==> config.mk <==
export PLATFORM = sky130hd
export DESIGN_NAME = feature_window_buffer
export DESIGN_NICKNAME = d
export VERILOG_FILES = /design/src/rtl/feature_window_buffer.sv
export SDC_FILE = /design/constraint.sdc
export NUM_CORES = 1
export LEC_CHECK = 0
export ABC_AREA = 1
export BUFFER_PORTS_ARGS = -buffer_cell sky130_fd_sc_hd__buf_4
export CORE_ASPECT_RATIO = 1.25
export CORE_MARGIN = 5
export CORE_UTILIZATION = 50
export CTS_CLUSTER_DIAMETER = 80
export DETAILED_ROUTE_END_ITERATION = 7
export GPL_TIMING_DRIVEN = 0
export PLACE_DENSITY_LB_ADDON = 0.05
export RECOVER_POWER = 50
export SLEW_MARGIN = 20
export SYNTH_ARGS = -nofsm -noshare
export SYNTH_HDL_FRONTEND = slang
export SYNTH_SLANG_ARGS = --single-unit
export TNS_END_PERCENT = 10
==> constraint.sdc <==
create_clock -name clk -period 12.6 [get_ports clk]
set_input_delay 1.89 -clock clk [delete_from_list [all_inputs] [get_ports clk]]
set_output_delay 1.89 -clock clk [all_outputs]
set_load 0.03 [all_outputs]
==> src/rtl/feature_window_buffer.sv <==
// rtl/feature_window_buffer.sv - sliding window of per-frame feature tuples with hop-paced, signed-converted snapshots
module feature_window_buffer #(
    parameter int DATA_W      = 16,
    parameter int N_FEAT      = 2,
    parameter int N_FRAMES    = 13,
    parameter int HOP         = 1,
    parameter int SIGNED_MODE = 0
) (
    input  logic                               clk,
    input  logic                               rst,
    input  logic                               in_valid,
    output logic                               in_ready,
    input  logic [N_FEAT*DATA_W-1:0]           in_data,
    input  logic                               flush,
    output logic                               out_valid,
    input  logic                               out_ready,
    output logic signed [DATA_W-1:0]           out_vector [N_FRAMES*N_FEAT],
    output logic [$clog2(N_FRAMES+1)-1:0]      fill_count,
    output logic                               overrun
);
    localparam int N_EL  = N_FRAMES * N_FEAT;
    localparam int CNT_W = $clog2(N_FRAMES + 1);
    localparam int HOP_W = (HOP > 1) ? $clog2(HOP) : 1;
    localparam logic [CNT_W-1:0] FILL_LAST = CNT_W'(N_FRAMES - 1);
    localparam logic [HOP_W-1:0] HOP_LAST  = HOP_W'(HOP - 1);

    typedef enum logic {S_FILL, S_RUN} state_t;

    state_t            r_state;
    state_t            w_state_next;
    logic [HOP_W-1:0]  r_hop_cnt;
    logic [DATA_W-1:0] r_window  [N_EL];
    logic [DATA_W-1:0] w_shifted [N_EL];
    logic              w_emit_due_next;
    logic              w_accept;
    logic              w_emit;
    logic              w_drop;

    function automatic logic [DATA_W-1:0] convert(input logic [DATA_W-1:0] v);
        logic [DATA_W-1:0] r;
        r = v;
        if (SIGNED_MODE == 1) begin
            r[DATA_W-1] = ~v[DATA_W-1];
        end else if (SIGNED_MODE == 2 && v[DATA_W-1]) begin
            r = {1'b0, {(DATA_W-1){1'b1}}};
        end
        return r;
    endfunction

    // Only an accept that would load a snapshot can be stalled by a pending unconsumed one.
    always_comb begin
        w_emit_due_next = (r_state == S_FILL) ? (fill_count == FILL_LAST) : (r_hop_cnt == HOP_LAST);
        in_ready        = rst && !(out_valid && !out_ready && w_emit_due_next);
        w_accept        = in_valid && in_ready && !flush;
        w_emit          = w_accept && w_emit_due_next;
        w_drop          = in_valid && !in_ready && !flush;
    end

    always_comb begin
        for (int e = 0; e < N_EL; e++) begin
            if (e < N_FEAT) begin
                w_shifted[e] = in_data[e*DATA_W +: DATA_W];
            end else begin
                w_shifted[e] = r_window[e-N_FEAT];
            end
        end
    end

    always_comb begin
        w_state_next = r_state;
        if (flush) begin
            w_state_next = S_FILL;
        end else if (r_state == S_FILL && w_emit) begin
            w_state_next = S_RUN;
        end
    end

    always_ff @(posedge clk) begin
        if (!rst) begin
            r_state <= S_FILL;
        end else begin
            r_state <= w_state_next;
        end
    end

    always_ff @(posedge clk) begin
        if (!rst || flush) begin
            fill_count <= '0;
            r_hop_cnt  <= '0;
            out_valid  <= 1'b0;
            overrun    <= 1'b0;
            for (int e = 0; e < N_EL; e++) begin
                r_window[e]   <= '0;
                out_vector[e] <= '0;
            end
        end else begin
            if (w_drop) begin
                overrun <= 1'b1;
            end
            if (w_accept) begin
                for (int e = 0; e < N_EL; e++) begin
                    r_window[e] <= w_shifted[e];
                end
                if (r_state == S_FILL) begin
                    fill_count <= fill_count + CNT_W'(1);
                    r_hop_cnt  <= '0;
                end else begin
                    r_hop_cnt <= (r_hop_cnt == HOP_LAST) ? '0 : r_hop_cnt + HOP_W'(1);
                end
            end
            // A load in the same cycle as a transfer keeps out_valid high with fresh data.
            if (w_emit) begin
                out_valid <= 1'b1;
                for (int e = 0; e < N_EL; e++) begin
                    out_vector[e] <= $signed(convert(w_shifted[e]));
                end
            end else if (out_ready) begin
                out_valid <= 1'b0;
            end
        end
    end
endmodule

==> flow_summary.json, run 1 <==
{
  "status": "complete, no violations",
  "synth_cell_types": 22,
  "dieArea_um2": 64330,
  "worstReg2RegEnd": "r_window[0][20]$_SDFFCE_PN0P_",
  "grt_start_max_net_pins": 57,
  "cts.clk_slew.worst_paths_ns": 0.06,
  "overflow": 0,
  "path_max_fanout": 52,
  "cts_buffers": 77,
  "design_power_total_mw": 5.359,
  "critical_path.cell_chain": "clkbuf_1 -> inv_1 -> a21oi_1 -> nand2_1 -> clkbuf_1 -> clkbuf_1 -> nand2_4 -> buf_12 -> buf_12 -> buf_12 -> buf_16",
  "synth_edf_count": 384,
  "wl_per_cell_um": 19.55,
  "hold_class": "reg2reg",
  "reg2reg_depth": 13,
  "relSlewSlack": 0.08790,
  "netlist.area_leader.share": 0.3887,
  "grt_pass1_vias": 22190,
  "synth_flop_cell": "dfxtp_1",
  "io_buffers": 459,
  "hold_violations": 0,
  "drtIter0Drc": 1561,
  "die_h_um": 282.3,
  "antenna_found_initial": 0,
  "slew_viol_final": 0,
  "via_per_inst": 4.949,
  "start_kind": "input port",
  "dp_hpwl_um": 65890,
  "max_freq_mhz": 193.0,
  "grt_use_total": 0.2610,
  "end_kind": "flip-flop",
  "rsz0062_at_grt": "no",
  "r2r_slack_ns": 8.07,
  "setup_violations": 0,
  "postRouteAntennaNets": 0,
  "core_um2": 58590,
  "fin_tns_setup_ns": 0,
  "synth_most_common_cell": "inv_1",
  "cap_violations": 0,
  "nets": 3633,
  "num_antenna_cells": 0,
  "cp_top_family": "buffers and inverters",
  "path_class": "in2reg",
  "min_from": "out_vector[400]$_SDFFE_PP0P_",
  "dr_total_vias": 21840,
  "seq_area_frac_synth": 0.6742,
  "synth.area.top_cells": "edfxtp_1, dfxtp_1, inv_1",
  "r2r_start": "fill_count[0]$_SDFFE_PP0P_",
  "rows": 99,
  "start_util": 0.5063,
  "power_density_nw_per_um2": 152.2,
  "cts_buffer_depth": 3,
  "synthesis.area_um2": 29660,
  "drt_wl_total_um": 86300,
  "ir_worst_vdd_mv": 0.1055,
  "holdPathStages": 2,
  "clk_latency_ns": 0.61,
  "drive_above_1_share": 0.06291,
  "dr.pass1.iters": 8,
  "root_buffer": "clkbuf_16",
  "crit_slowest_cell": "nand2_1",
  "holdPathEnd": "out_vector[400]$_SDFFE_PP0P_",
  "drc_errors": 0,
  "ctsHoldBuffers": 0,
  "grt_pass1_wl_um": 128700,
  "post_cts_buffers": 0,
  "leakage_nw": 12.67,
  "synth_top_area_cell": "edfxtp_1",
  "ys_async_sr_fraction": 0,
  "cp_data_required_time_ns": 12.87,
  "syn2layout_area_growth_pct": 18.69,
  "synthTopCellsByCount": "inv_1, nor2_1, dfxtp_1, a21oi_1, edfxtp_1",
  "clock_skew_ns": 0.01532,
  "syn_avg_cell_area_um2": 9.732,
  "cp-startpoint": "rst",
  "syn_nets": 3087,
  "cts_tree": "yes",
  "post-route-period-util": 0.4113,
  "max_stage_delay_ns": 0.59,
  "synth_warnings": 0,
  "synth.ff_latch_count": 807,
  "cts.htree.levels": 3,
  "worst-path-buf-inv": 8,
  "place.gp.congestion": 0.8831,
  "cts.repair.resized": 0,
  "syn_inst": 3048,
  "finalCriticalPeriod_ns": 5.182,
  "worstMarginPinSlew_ns": 1.363,
  "clock-sinks": 807,
  "die_w_um": 227.9,
  "cp.arrival_ns": 5.45,
  "ios": 460
}
[routing by layer]
metal,up-vias,global-route usage,part of all wire
met1,10320,0.3009,0.38
met2,723,0.4798,0.51
met5,-,0,0
met4,0,0.1158,0.047
met3,161,0.04568,0.060
li1,10630,-,-
[cells by family after synthesis]
logic type,share of synthesized area
buf+inv,0.1215
fa+ha+maj,0.0008435
flops,0.6742
xor+xnor,0.0002953
simple gates,0.07778
compound gates,0.1253
[where the power goes]
group	switching [mW]	total, mW	internal, mW
Combinational	0.131	0.175	0.0445
Clock	0.975	2.32	1.35
Sequential	0.0405	2.86	2.82
[layout by cell type, fill, tap and decap left out, types with 3 or more instances in the layout]
cell type	instances
clkbuf_16	81
buf_4	59
nor2_1	583
buf_12	3
bufinv_16	5
clkinv_1	7
nand2_1	10
inv_4	3
dfxtp_1	423
clkbuf_8	11
buf_16	5
clkbuf_1	550
buf_1	4
a21oi_1	422
buf_2	22
edfxtp_1	384
buf_6	22
o21ai_0	320
inv_1	714
nand4_1	4
clkinv_2	13
[stage by stage]
stage / util / cell area (um2) / instances / setup slack (ns) / hold WS [ns]
2_1_floorplan: - / 29660 / 3048 / 0.7173 / 0.4960
3_3_place_gp: 0.5812 / 34060 / 4264 / -3.668 / 0.4326
3_5_place_dp: 0.5847 / 34260 / 4272 / 7.571 / 0.4361
4_1_cts: 0.6278 / 36780 / 4413 / 8.158 / 0.4454
5_1_grt: 0.6009 / 35210 / 4413 / 7.289 / 0.4610
6_report: 0.6009 / 35210 / 4413 / 7.418 / 0.4414
[worst max path at each step]
stage                                    endpoint  depth (start not counted)
CTS                                      in_ready                          4
finish              r_window[0][20]$_SDFFCE_PN0P_                         11
floorplan            r_window[0][0]$_SDFFCE_PN0P_                          6
global placement    r_window[0][19]$_SDFFCE_PN0P_                          5
detailed placement  r_window[0][20]$_SDFFCE_PN0P_                         11
global route        r_window[0][21]$_SDFFCE_PN0P_                         11
[registers in the layout, summed over array words and instances, names as in the netlist]
signal and count:
fill_count 4, out_valid 1, overrun 1, r_state 1, r_window 384, out_vector 416
[tightest hold or removal path, stage by stage, from the launching register on]
cell and delay (ns):
dfxtp_1 0.30, inv_1 0.04, a21oi_1 0.05
[final cells by class]
cell class / instances / area, um2
sequential: 807 / 20000
inverter: 714 / 2680
fill: 5448 / 23380
tap: 757 / 947.2
buffer: 179 / 890.9
clock inverter: 28 / 260.3
multi-input combinational: 1348 / 6050
clock buffer: 113 / 2261
timing repair buffer: 467 / 2120
No activity file was read; power rests on OpenSTA's default activity.
==> inputs of run 2 (changes only) <==
- clock period: 12.6 -> 4.7 ns (I/O delays scaled with it)
==> run 2 against run 1 <==
Against the previous run: setup slack got worse by 6.7 ns; design area is 0.88% lower; total power rose to 2.7 times the previous value; flip-flop and latch count unchanged; critical path type is now reg2reg; sequential share of layout area is 0.51 points higher; final cell count hardly changed; via count down 0.74%.
==> flow_summary.json, run 2 (synthesized netlist as in run 1, its figures left out) <==
{
  "crit_slowest_cell": "a21oi_1",
  "drt_wl_total_um": 85200,
  "grt.met1_usage": 0.2960,
  "grt_use_total": 0.2565,
  "place.gp.congestion": 0.8892,
  "cap_violations": 0,
  "cp.arrival_ns": 4.27,
  "ir_worst_vdd_mv": 0.2622,
  "drive_above_1_share": 0.05504,
  "cts.htree.levels": 3,
  "grt.busiest_layer": "met2",
  "num_antenna_cells": 0,
  "die_w_um": 227.9,
  "post_cts_buffers": 0,
  "ios": 460,
  "via_per_inst": 4.917,
  "top_regs": "out_vector x416, r_window x384, fill_count x4",
  "layout_commonest_cell": "inv_1",
  "syn2layout_area_growth_pct": 17.65,
  "grt_use_met3": 0.04698,
  "placed_area_um2": 34180,
  "start_kind": "flip-flop",
  "min_from": "in_data[23]",
  "dp_hpwl_um": 65160,
  "finalCriticalPeriod_ns": 4.031,
  "hold_class": "in2reg",
  "hold_ws_ns": 0.3916,
  "met2_usage": 0.4735,
  "max_stage_delay_ns": 0.47,
  "clock_skew_ns": 0.01751,
  "cp_top_family": "buffers and inverters",
  "fin_area_um2": 34900,
  "grt_pass1_wl_um": 125900,
  "fin_tns_setup_ns": 0,
  "holdPathEnd": "out_vector[391]$_SDFFE_PP0P_",
  "die_h_um": 282.3,
  "start_util": 0.5063,
  "crit_cells": 11,
  "cts.clk_slew.worst_paths_ns": 0.06,
  "clock-sinks": 807,
  "grt_pass1_vias": 21670,
  "ctsHoldBuffers": 0,
  "cts_tree": "yes",
  "worstReg2RegEnd": "r_window[1][41]$_SDFFCE_PN0P_",
  "power_density_nw_per_um2": 409.8,
  "worstMarginPinSlew_ns": 1.294,
  "largest_register_ffs": 416,
  "drtIter0Drc": 1618,
  "hold_violations": 0,
  "cts_buffers": 77,
  "clk_latency_ns": 0.61,
  "io_buffers": 459,
  "post-route-period-util": 0.8576,
  "dr_total_vias": 21680,
  "cp_data_required_time_ns": 4.94,
  "relSlewSlack": 0.1342,
  "largest_register": "out_vector",
  "path_class": "reg2reg",
  "end_kind": "flip-flop",
  "place_ws_ns": 0.9059,
  "max_freq_mhz": 248.1,
  "rows": 99,
  "dr.pass1.iters": 5,
  "cts.repair.resized": 0,
  "rsz0062_at_grt": "no",
  "dieArea_um2": 64330,
  "root_buffer": "clkbuf_16",
  "antenna_found_initial": 0,
  "wl_per_cell_um": 19.32,
  "finalNonFillerCells": 4409,
  "leakage_nw": 12.47,
  "grt_start_max_net_pins": 99,
  "worst_slack_ns": 0.6691,
  "drc_errors": 0,
  "nets": 3629,
  "reg2reg_depth": 11,
  "r2r_slack_ns": 0.67,
  "status": "complete, no violations",
  "holdPathStages": 3,
  "core_um2": 58590,
  "path_max_fanout": 98,
  "fin_util": 0.5956,
  "dp.cells": 4268,
  "critical_path.cell_chain": "inv_1 -> ha_1 -> nand3_1 -> nand2_1 -> a21oi_1 -> nand2_2 -> buf_2 -> buf_2 -> nand2_8 -> buf_16 -> buf_16",
  "layout_common_cells": "inv_1, nor2_1, clkbuf_1",
  "r2r_start": "fill_count[0]$_SDFFE_PP0P_",
  "setup_violations": 0,
  "postRouteAntennaNets": 0,
  "cts_buffer_depth": 3,
  "slew_viol_final": 0,
  "design_power_total_mw": 14.30,
  "overflow": 0,
  "worst-path-buf-inv": 5
}
run 2: layer usage:
metal | part of all wire | wire length [um]
met5 | 0 | 0
met4 | 0.040 | 3408
met3 | 0.060 | 5084
met2 | 0.52 | 44040
met1 | 0.38 | 32670
run 2: how the worst max path moves through the flow:
| stage | start | slack [ns] | end |
|---|---|---|---|
| after detailed placement | fill_count[0]$_SDFFE_PP0P_ | 0.91 | r_window[1][11]$_SDFFCE_PN0P_ |
| after floorplan | fill_count[0]$_SDFFE_PP0P_ | 0.74 | r_window[0][0]$_SDFFCE_PN0P_ |
| final | fill_count[0]$_SDFFE_PP0P_ | 0.67 | r_window[1][41]$_SDFFCE_PN0P_ |
| after global placement | rst | -0.13 | r_window[0][20]$_SDFFCE_PN0P_ |
| after global routing | fill_count[0]$_SDFFE_PP0P_ | 0.47 | r_window[1][40]$_SDFFCE_PN0P_ |
| after CTS | fill_count[0]$_SDFFE_PP0P_ | 0.90 | r_window[1][41]$_SDFFCE_PN0P_ |
run 2: cell type report:
type                            instances  area (um2)
Clock inverter                         32       284.0
Clock buffer                          109        2227
Tap cell                              757       947.2
Buffer                                179       737.0
Sequential cell                       807       20000
Fill cell                            5473       23690
Multi-Input combinational cell       1348        6055
Timing Repair Buffer                  463        1968
Inverter                              714        2680
run 2: tightest hold or removal path, stage by stage:
cell and delay [ns]:
buf_4 0.08, o21ai_0 0.07, a21oi_1 0.11
run 2: report_power, final:
group	internal (mW)	switching (mW)
logic	0.113	0.343
registers	7.56	0.109
clock network	3.58	2.59
